$ cat src/rtl/servo_pwm_pkg.sv
`default_nettype none
// ============================================================================
// Module      : servo_pwm_pkg
// Description : Shared types and elaboration-time helpers for the servo PWM
//               array: FSM state encoding, ceil-log2 and derived constants.
// Revision    : 1.0 - initial release
// ============================================================================
package servo_pwm_pkg;

    // Calculation engine states
    typedef enum logic [1:0] {
        ST_IDLE = 2'd0,
        ST_CALC = 2'd1,
        ST_SLEW = 2'd2
    } state_t;

    // Ceiling log2; returns 0 for values of 0 or 1
    function automatic int clog2(input longint value);
        int     result;
        longint rem;
        result = 0;
        rem    = value - 1;
        while (rem > 0) begin
            result = result + 1;
            rem    = rem >> 1;
        end
        return result;
    endfunction

    // PWM frame length in clk cycles
    function automatic int calc_period(input longint clk_hz, input longint pwm_hz);
        return int'(clk_hz / pwm_hz);
    endfunction

    // Duty recalculation interval in clk cycles
    function automatic int calc_tick_div(input longint clk_hz, input longint update_hz);
        return int'(clk_hz / update_hz);
    endfunction

    // Half of the deflection range
    function automatic int calc_half(input int min_dc, input int max_dc);
        return (max_dc - min_dc) >>> 1;
    endfunction

    // Neutral pulse width
    function automatic int calc_centre(input int min_dc, input int max_dc);
        return min_dc + calc_half(min_dc, max_dc);
    endfunction

endpackage
`default_nettype wire

$ cat src/rtl/servo_duty_calc.sv
`default_nettype none
// ============================================================================
// Module      : servo_duty_calc
// Description : Combinational clamp/scale of one channel's tilt into a pulse
//               width target, and slew-limited step of the current duty
//               toward the registered target. Shared by all channels.
// Revision    : 1.0 - initial release
// ============================================================================
module servo_duty_calc
    import servo_pwm_pkg::*;
#(
    parameter int IN_W     = 16,
    parameter int DC_W     = 20,
    parameter int FS_SHIFT = 8,
    parameter int HALF     = 25_000,
    parameter int CENTRE   = 75_000,
    parameter int MAX_STEP = 1_000
) (
    input  logic [IN_W-1:0] abs_val,
    input  logic            neg,
    input  logic            invert,
    input  logic [DC_W-1:0] target_q,
    input  logic [DC_W-1:0] cur_duty,
    output logic [DC_W-1:0] target,
    output logic [DC_W-1:0] next_duty
);

    localparam int                 c_prod_w = IN_W + DC_W;
    localparam logic [IN_W-1:0]    c_full   = IN_W'(2 ** FS_SHIFT);
    localparam logic [c_prod_w-1:0] c_half  = c_prod_w'(HALF);
    localparam logic [DC_W-1:0]    c_centre = DC_W'(CENTRE);
    localparam logic [DC_W-1:0]    c_step   = DC_W'(MAX_STEP);

    logic [IN_W-1:0]     w_mag;
    logic [c_prod_w-1:0] w_prod;
    logic [DC_W-1:0]     w_off;
    logic [DC_W-1:0]     w_diff;

    // Clamp to full scale, scale onto the half range, apply direction
    always_comb begin
        w_mag  = (abs_val > c_full) ? c_full : abs_val;
        w_prod = c_prod_w'(w_mag) * c_half;
        w_off  = DC_W'(w_prod >> FS_SHIFT);
        target = (neg ^ invert) ? (c_centre - w_off) : (c_centre + w_off);
    end

    // Move toward the registered target by at most one step
    always_comb begin
        if (target_q >= cur_duty) begin
            w_diff    = target_q - cur_duty;
            next_duty = (w_diff <= c_step) ? target_q : (cur_duty + c_step);
        end else begin
            w_diff    = cur_duty - target_q;
            next_duty = (w_diff <= c_step) ? target_q : (cur_duty - c_step);
        end
    end

endmodule
`default_nettype wire

$ cat src/rtl/servo_pwm_array.sv
`default_nettype none
// ============================================================================
// Module      : servo_pwm_array
// Description : N-channel servo PWM generator with a shared frame counter,
//               time-multiplexed duty engine, slew limiting and duty shadow
//               registers that only update at frame boundaries.
// Revision    : 1.0 - initial release
// ============================================================================
module servo_pwm_array
    import servo_pwm_pkg::*;
#(
    parameter int N_CH        = 3,
    parameter int CLK_HZ      = 50_000_000,
    parameter int PWM_HZ      = 50,
    parameter int UPDATE_FREQ = 60,
    parameter int MIN_DC      = 50_000,
    parameter int MAX_DC      = 100_000,
    parameter int IN_W        = 16,
    parameter int FS_SHIFT    = 8,
    parameter int MAX_STEP    = 1_000
) (
    input  logic                 clk,
    input  logic                 rst,
    input  logic [N_CH*IN_W-1:0] abs_in,
    input  logic [N_CH-1:0]      neg_in,
    input  logic [N_CH-1:0]      invert,
    input  logic [N_CH-1:0]      enable,
    output logic [N_CH-1:0]      pwm_out,
    output logic                 busy
);

    localparam int c_period   = calc_period(CLK_HZ, PWM_HZ);
    localparam int c_tick_div = calc_tick_div(CLK_HZ, UPDATE_FREQ);
    localparam int c_half     = calc_half(MIN_DC, MAX_DC);
    localparam int c_centre   = calc_centre(MIN_DC, MAX_DC);
    localparam int c_dc_w     = clog2(c_period);
    localparam int c_td_w     = clog2(c_tick_div);
    localparam int c_ch_w     = (N_CH > 1) ? clog2(N_CH) : 1;

    localparam logic [c_dc_w-1:0] c_centre_dc = c_dc_w'(c_centre);
    localparam logic [c_dc_w-1:0] c_cnt_last  = c_dc_w'(c_period - 1);
    localparam logic [c_td_w-1:0] c_tick_last = c_td_w'(c_tick_div - 1);
    localparam logic [c_ch_w-1:0] c_last_ch   = c_ch_w'(N_CH - 1);

    state_t               r_state;
    state_t               w_state_nxt;
    logic [c_dc_w-1:0]    r_cnt;
    logic [c_td_w-1:0]    r_tick_cnt;
    logic                 w_tick;
    logic                 w_frame_end;
    logic [c_ch_w-1:0]    r_ch;
    logic [N_CH*IN_W-1:0] r_abs;
    logic [N_CH-1:0]      r_neg;
    logic [N_CH-1:0]      r_inv;
    logic [c_dc_w-1:0]    r_target;
    logic [c_dc_w-1:0]    r_duty_next   [N_CH];
    logic [c_dc_w-1:0]    r_duty_active [N_CH];
    logic [N_CH-1:0]      r_pwm;

    logic [IN_W-1:0]      w_abs;
    logic                 w_neg;
    logic                 w_inv;
    logic [c_dc_w-1:0]    w_cur_duty;
    logic [c_dc_w-1:0]    w_target;
    logic [c_dc_w-1:0]    w_next_duty;

    assign w_tick      = (r_tick_cnt == c_tick_last);
    assign w_frame_end = (r_cnt == c_cnt_last);
    assign pwm_out     = r_pwm;

    // Frame counter and update-tick divider
    always_ff @(posedge clk) begin
        if (rst) begin
            r_cnt      <= '0;
            r_tick_cnt <= '0;
        end else begin
            r_cnt      <= w_frame_end ? '0 : r_cnt + 1'b1;
            r_tick_cnt <= w_tick ? '0 : r_tick_cnt + 1'b1;
        end
    end

    // FSM state register
    always_ff @(posedge clk) begin
        if (rst) begin
            r_state <= ST_IDLE;
        end else begin
            r_state <= w_state_nxt;
        end
    end

    // FSM next state and busy; ticks arriving outside IDLE are dropped
    always_comb begin
        w_state_nxt = r_state;
        busy        = 1'b0;
        case (r_state)
            ST_IDLE: begin
                if (w_tick) begin
                    w_state_nxt = ST_CALC;
                end
            end
            ST_CALC: begin
                busy        = 1'b1;
                w_state_nxt = ST_SLEW;
            end
            ST_SLEW: begin
                busy        = 1'b1;
                w_state_nxt = (r_ch == c_last_ch) ? ST_IDLE : ST_CALC;
            end
            default: begin
                w_state_nxt = ST_IDLE;
            end
        endcase
    end

    // Input snapshot, channel index and registered target
    always_ff @(posedge clk) begin
        if (rst) begin
            r_abs    <= '0;
            r_neg    <= '0;
            r_inv    <= '0;
            r_ch     <= '0;
            r_target <= c_centre_dc;
        end else begin
            case (r_state)
                ST_IDLE: begin
                    if (w_tick) begin
                        r_abs <= abs_in;
                        r_neg <= neg_in;
                        r_inv <= invert;
                        r_ch  <= '0;
                    end
                end
                ST_CALC: begin
                    r_target <= w_target;
                end
                ST_SLEW: begin
                    if (r_ch != c_last_ch) begin
                        r_ch <= r_ch + 1'b1;
                    end
                end
                default: begin
                    r_ch <= '0;
                end
            endcase
        end
    end

    // Select the current channel's snapshot and tracked duty
    always_comb begin
        w_abs      = '0;
        w_neg      = 1'b0;
        w_inv      = 1'b0;
        w_cur_duty = c_centre_dc;
        for (int i = 0; i < N_CH; i++) begin
            if (r_ch == c_ch_w'(i)) begin
                w_abs      = r_abs[i*IN_W +: IN_W];
                w_neg      = r_neg[i];
                w_inv      = r_inv[i];
                w_cur_duty = r_duty_next[i];
            end
        end
    end

    servo_duty_calc #(
        .IN_W     (IN_W),
        .DC_W     (c_dc_w),
        .FS_SHIFT (FS_SHIFT),
        .HALF     (c_half),
        .CENTRE   (c_centre),
        .MAX_STEP (MAX_STEP)
    ) u_duty_calc (
        .abs_val   (w_abs),
        .neg       (w_neg),
        .invert    (w_inv),
        .target_q  (r_target),
        .cur_duty  (w_cur_duty),
        .target    (w_target),
        .next_duty (w_next_duty)
    );

    // Tracked duty written in SLEW; active copy refreshed on the last cycle of
    // each frame so a same-cycle SLEW write lands one frame later
    always_ff @(posedge clk) begin
        for (int i = 0; i < N_CH; i++) begin
            if (rst) begin
                r_duty_next[i]   <= c_centre_dc;
                r_duty_active[i] <= c_centre_dc;
            end else begin
                if ((r_state == ST_SLEW) && (r_ch == c_ch_w'(i))) begin
                    r_duty_next[i] <= w_next_duty;
                end
                if (w_frame_end) begin
                    r_duty_active[i] <= r_duty_next[i];
                end
            end
        end
    end

    // Registered pulse outputs, gated by enable
    always_ff @(posedge clk) begin
        if (rst) begin
            r_pwm <= '0;
        end else begin
            for (int i = 0; i < N_CH; i++) begin
                r_pwm[i] <= enable[i] & (r_cnt < r_duty_active[i]);
            end
        end
    end

endmodule
`default_nettype wire

$ cat config.mk
export PLATFORM = sky130hd
export DESIGN_NAME = servo_pwm_array
export DESIGN_NICKNAME = d
export VERILOG_FILES = /design/src/rtl/servo_pwm_pkg.sv /design/src/rtl/servo_duty_calc.sv /design/src/rtl/servo_pwm_array.sv
export SDC_FILE = /design/constraint.sdc
export NUM_CORES = 1
export LEC_CHECK = 0
export ABC_CLOCK_PERIOD_IN_PS = 9300
export CORE_AREA = 2 2 174 176
export CTS_CLUSTER_DIAMETER = 40
export CTS_CLUSTER_SIZE = 8
export DETAILED_ROUTE_END_ITERATION = 8
export DIE_AREA = 0 0 176 178
export PLACE_DENSITY = 0.79
export SLEW_MARGIN = 10
export SYNTH_ARGS = -nofsm -noshare
export SYNTH_HDL_FRONTEND = slang
export SYNTH_SLANG_ARGS = --single-unit
$ cat constraint.sdc
create_clock -name clk -period 9.3 [get_ports clk]
set_clock_uncertainty 0.05 [all_clocks]
set_input_delay 1.395 -clock clk [delete_from_list [all_inputs] [get_ports clk]]
set_output_delay 1.395 -clock clk [all_outputs]
set_load 0.03 [all_outputs]
---- Word level (Yosys, flattened, before mapping) ----
Memory sizes are Yosys's and may differ from the RTL's.
Cells that the tools add are included.
storage, ports and cells
  bits in writable memories ............... 120
  memories ................................ 2
  flip-flop bits (word level) ............. 121
  logic and storage cells ................. 102
  ROM bits ................................ 0
  output and inout port bits .............. 4
  bits in latches ......................... 0
  bits of input ports ..................... 59
memories
  memory         words  width  rd ports  clocked after memory_dff  write ports  RTL line               source
  r_duty_active  3      20     3         0                         3            servo_pwm_array.sv:57  logic [c_dc_w-1:0] r_duty_active [N_CH];
  r_duty_next    3      20     3         0                         3            servo_pwm_array.sv:56  logic [c_dc_w-1:0] r_duty_next [N_CH];
operators by class
  shift operators ......................... 0
  eq/ne operators ......................... 9
  reduce and logical (&&, ||, !) cells .... 10
  mux-type cells .......................... 44
  $lt $le $gt $ge ......................... 7
  divide/modulo/power cells ............... 0
  add/subtract/negate cells ............... 9
  multipliers ............................. 1
  bitwise logic cells ..................... 11
operators with widths
  operator                  number
  $mux W20                  13
  $mux W16                  4
  $lt A20 B20 Y1            3
  $add A20 B1 Y20 const B   2
  $eq A20 B20 Y1 const B    2
  $le A20 B10 Y1 const B    2
  $sub A20 B20 Y20          2
  $mul A16 B12 Y25 const B  1
  $mux W1                   22
  $add A17 B20 Y20 const A  1
  $add A20 B10 Y20 const B  1
  $ge A20 B20 Y1            1
  $sub A17 B20 Y20 const A  1
  $sub A20 B10 Y20 const B  1
  $gt A16 B9 Y1 const B     1
  $pmux W2 S3               2
  $mux W2                   3
  $ne A2 B2 Y1 const B      3
  $or A1 B1 Y1              6
  $reduce_or A2 Y1          3
  $eq A2 B1 Y1 const B      2
  $eq A2 B2 Y1 const B      2
  $logic_not A2 Y1          2
  $and A1 B1 Y1             3
  6 further kinds           8

---- Depth between registers and ports, before layout ----
  word-level depth ........................ 9
  mapped depth ............................ 36
  gate-level depth less buffers ........... 32

---- By module ----
From an unflattened synthesis, not the netlist that was laid out.
unflattened totals
  cell total of the unflattened synthesis .. 2,228
  area total of the unflattened synthesis .. 18,823.1 um^2
modules (own cells, without submodules)
  module           area each (um^2)  cells each  seq. area each (um^2)  times used
  servo_pwm_array  11,546.1          1,223       6,025.8                1
  servo_duty_calc  7,277.0           1,005       0.0                    1

---- Worst setup path before layout ----
No wires, ideal clock.
  kind .................................... register to register
  start ................................... register r_ch[0]
  end ..................................... register r_target[18]
  required time ........................... 9.113 ns
  setup slack ............................. 1.614 ns
  stages on the path, launching flop included .. 33
  arrival time ............................ 7.500 ns
  cell sequence ........................... dfxtp_1 -> inv_1 -> ha_1 -> clkbuf_1 -> clkbuf_1 -> clkbuf_1 -> buf_1 -> buf_1 -> nor2_1 -> a21oi_1 -> nand4_1 -> o21ai_0 -> nand2_1 -> nor2_1 -> ha_1 -> ha_1 -> xor2_1 -> ha_1 -> fa_1 -> inv_1 -> fa_1 -> inv_1 -> ha_1 -> and4_1 -> and2_1 -> a211oi_2 -> o21ai_0 -> xnor2_1 -> o211ai_1 -> a2111oi_0 -> a211oi_1 -> xor2_1 -> a211oi_1
on the way
  word-level cells in the longest chain between the ends .. 9
ends and longest elaborated chain
  element                                               RTL line                source
  start, declared                                       servo_pwm_array.sv:51   logic [c_ch_w-1:0] r_ch;
  start signal, assigned                                servo_pwm_array.sv:138  r_ch <= r_ch + 1'b1;
  $logic_not A2 Y1                                      servo_pwm_array.sv:155  if (r_ch == c_ch_w'(i)) begin
  $mux W16 (3 in series)                                servo_pwm_array.sv:155
  $gt A16 B9 Y1                                         servo_duty_calc.sv:41   w_mag = (abs_val > c_full) ? c_full : abs_val;
  $mux W16                                              servo_duty_calc.sv:41
  $mul A16 B12 Y25                                      servo_duty_calc.sv:42   w_prod = c_prod_w'(w_mag) * c_half;
  $add A17 B20 Y20 or $sub A17 B20 Y20 (tied branches)  servo_duty_calc.sv:44   target = (neg ^ invert) ? (c_centre - w_off) : (c_centre + w_off);
  $mux W20 *                                            servo_duty_calc.sv:44
  end signal, assigned                                  servo_pwm_array.sv:122  r_target <= c_centre_dc;
  end signal, assigned                                  servo_pwm_array.sv:134  r_target <= w_target;
  end, declared                                         servo_pwm_array.sv:55   logic [c_dc_w-1:0] r_target;
Mark *: on every way between the ends. The rest lies on a longest branch, timed or not.
A chain may end at the register's enable or synchronous reset.

---- Worst setup path after layout ----
Same ends and word-level chain as after synthesis.

==> reports/qor.yml <==
outcome:
  outcome: "finished, final reports clean"
floorplanning:
  io_pins: 63
  dieHeight_um: 178
  chipWidth_um: 176
  start_util_pct: 61.9
  die_area_mm2: 0.0313
  row_count: 63
  core_area_mm2: 0.0294
hold_path:
  hold_start: "r_abs[42]"
  whs_endpoint: "r_abs[42]"
  worstHoldPathType: "reg -> reg"
  timing.hold.worst_path_depth: 2
clocking:
  max-clock-path-buffers: 3
  clkTransAtPathRegs_ns: 0.05
  cts_root_buf: "clkbuf_16"
  tritoncts: "yes"
  cts.htree.levels: 2
  tritoncts_buffers: 44
  hold_bufs_inserted_after_cts: 0
  cts_resized: 0
  clkSinkCount: 241
  clock_latency_ns: 0.57
  cts_setup_buffers: 0
timing:
  max_slew_margin_pct: 23.0
  finalHoldViolCount: 0
  max_clock_freq_mhz: 126
  setup_tns_ns: 0
  report.final.slew_viol_count: 0
  post_route_fraction_of_the_period_consumed_by_the_critical_path_pct: 85.4
  layout_min_cycle_time_ns: 7.94
  rsz0062_at_grt: "no"
  hold_ws_ns: 0.399
  timing_worst_slew_pin_value_ns: 1.15
  setup_viol: 0
placement:
  detailed_place_hpwl_um: 34000
  input_output_buffers: 62
  gp_congestion: 0.949
synthesis:
  yosys_warnings: 0
  synth_edf_count: 120
  yosys_register_bits: 241
  mapped_cell_area_mm2: 0.0182
  synth_seq_area_share_pct: 33.1
  dominantRegCellSynth: "dfxtp_1"
  post_synth.cell_area_avg_um2: 8.70
  synthArstFlopShare_pct: 0
  post_synth_num_cell_types: 80
  number_of_instances_in_the_synthesized_netlist: 2093
global_routing:
  grt_antenna_before_repair: 0
  grtUsageMet2_pct: 49.9
  grt_util_met3_pct: 4.28
  first_global_vias: 14900
  grt_first_pass_wirelength_um: 74600
  globalRouteOverflowTotal: 0
  overall_global_routing_resource_usage_pct: 29.5
  grt_max_degree: 80
  met1_use_gr_pct: 39.3
  gr-max-usage-layer: "met2"
power:
  post-layout-total-power_mw: 3.30
  worst_ir_drop_vdd_uv: 143
  power_leakage_nw: 9.21
  powerDensity_mw_per_mm2: 160
drt:
  wl_cell_um: 17.8
  drt-total-wl_um: 45700
  dr_total_vias: 15200
  vias_per_cell: 5.94
  final_antenna_net_count: 0
  first_pass_iters: 6
  detailedRoute.firstIterationViolations: 1320
  remaining_drc_errors: 0
critical_path:
  ff2ff_setup_slack_ns: 1.36
  critical_path_arrival_ns: 8.29
  critPathBufInv: 4
  critical_path.slowest_cell: "ha_2"
  worst-setup-path-type: "reg -> reg"
  crit_start_category: "flop"
  crit_path_max_incr_delay_ns: 0.90
  reg2regPathDepth: 25
  cp-end-kind: "flop"
  worstReg2RegEnd: "r_target[18]"
  crit_path_max_fanout: 61
  cp.required_ns: 9.65
  r2r-start: "r_ch[0]"
  cp_top_family: "adder cells"
cells_and_area:
  drive_gt1_share_pct: 4.96
  mostFrequentLayoutCell: "inv_1"
  num_antenna_cells: 0
  area.growth.synth_to_final_pct: 13.0
  multi_input_logic_area_mm2: 0.0110
  n_fill_cell: 2277
  commonest_non_fill_non_tap_cells_in_the_layout: "inv_1, nand2_1, ha_1"
  seqCellArea_mm2: 0.00603
  nets: 2450
run:
  maxCapViolations: 0
==> synth_stat cells, types with 5 or more instances <==
| cell | n | area share (%) |
|---|---|---|
| inv_1 | 240 | 4.9 |
| nand2_1 | 215 | 4.4 |
| ha_1 | 201 | 14 |
| a21oi_1 | 183 | 5.0 |
| nor2_1 | 134 | 2.8 |
| dfxtp_1 | 121 | 13 |
| edfxtp_1 | 120 | 20 |
| xnor2_1 | 79 | 3.8 |
| clkbuf_1 | 70 | 1.4 |
| and3_1 | 67 | 2.3 |
| o21ai_0 | 67 | 1.8 |
| a21o_1 | 54 | 2.2 |
| nand3_1 | 52 | 1.4 |
| fa_1 | 42 | 4.6 |
| xor2_1 | 36 | 1.7 |
| nand2b_1 | 33 | 1.1 |
| nand4_1 | 29 | 1.0 |
| nor2b_1 | 28 | 0.96 |
| a211oi_1 | 23 | 0.95 |
| nor3_1 | 21 | 0.58 |
| a22oi_1 | 20 | 0.82 |
| a31oi_1 | 19 | 0.65 |
| o211ai_1 | 19 | 0.78 |
| o31ai_1 | 16 | 0.66 |
| nor3b_1 | 11 | 0.45 |
| o21a_1 | 11 | 0.45 |
| and4_1 | 10 | 0.48 |
| buf_2 | 10 | 0.27 |
| mux2i_1 | 10 | 0.55 |
| nor4_1 | 10 | 0.34 |
| a221oi_1 | 9 | 0.43 |
| or3_1 | 9 | 0.31 |
| o2111ai_1 | 8 | 0.38 |
| o21bai_1 | 8 | 0.33 |
| and2_1 | 7 | 0.24 |
| o21ai_1 | 7 | 0.19 |
| o21ai_2 | 7 | 0.34 |
| a211o_1 | 6 | 0.29 |
| buf_1 | 6 | 0.12 |
| nand3b_1 | 5 | 0.21 |
==> routing by layer <==
metal	share of wire, %	up-vias
met5	0	-
met4	2.7	0
met3	6.2	107
met2	47	551
met1	44	7159
li1	-	7419
==> metrics by stage <==
step           setup WS, ns  cell area [µm²]  utilization [%]  cells
2_1_floorplan          1.61            18300                -   2120
3_3_place_gp           1.73            19100             65.1   2492
3_5_place_dp           1.48            19100             65.1   2492
4_1_cts                1.42            20600             70.0   2567
5_1_grt               0.689            20600             70.0   2567
6_report               1.36            20600             70.0   2567
==> worst max-delay path by stage <==
stage,slack (ns),endpoint,from,depth (start not counted)
final,1.36,r_target[18],r_ch[0],25
after global routing,0.69,r_target[18],r_ch[0],26
after CTS,1.42,r_target[18],r_ch[0],25
after detailed placement,1.48,r_target[18],r_ch[0],25
after global placement,1.73,r_target[18],r_ch[0],27
after floorplan,1.61,r_target[18],r_ch[0],32
==> power by group <==
group	switching [mW]	internal (mW)	total [mW]
logic	0.350	0.239	0.589
clock network	0.546	1.03	1.57
registers	0.00833	1.13	1.14
total	0.904	2.39	3.30
==> flip-flops by register name, indices dropped and copies added (netlist names) <==
signal / cells
r_neg: 3
r_state: 2
r_target: 20
r_duty_active: 60
r_ch: 2
r_inv: 3
pwm_out: 3
r_cnt: 20
r_duty_next: 60
r_tick_cnt: 20
r_abs: 48
==> worst reg2reg max path, delay by kind of cell, from the launching register on <==
kind | cells | cell delay (ns)
AOI/OAI and AO/OA | 7 | 1.75
xor gates and xnor gates | 3 | 0.85
adders and majority gates | 7 | 3.25
buffers and inverters | 4 | 0.61
DFF | 1 | 0.31
and+or+nand+nor | 4 | 0.97
==> layout make-up <==
class | count | area share (%)
multi-input combinational | 1550 | 53.6
sequential | 241 | 29.3
clock buffer | 57 | 5.69
inverter | 240 | 4.38
timing repair buffer | 71 | 3.32
tap | 390 | 2.37
clock inverter | 18 | 1.36
==> logic make-up (layout without fill, tap and decap cells) <==
family / count (synthesis) / after routing / share of synthesized area (%)
and+or+nand+nor: 649 / 649 / 17.6
AOI/OAI and AO/OA: 500 / 500 / 17.6
buffers and inverters: 329 / 386 / 6.93
adders and majority gates: 243 / 243 / 18.4
DFF: 241 / 241 / 33.1
xor gates and xnor gates: 115 / 115 / 5.53
muxes: 14 / 14 / 0.797
other: 2 / 29 / 0.0412
Note: power is estimated with default switching activity, not from simulation.
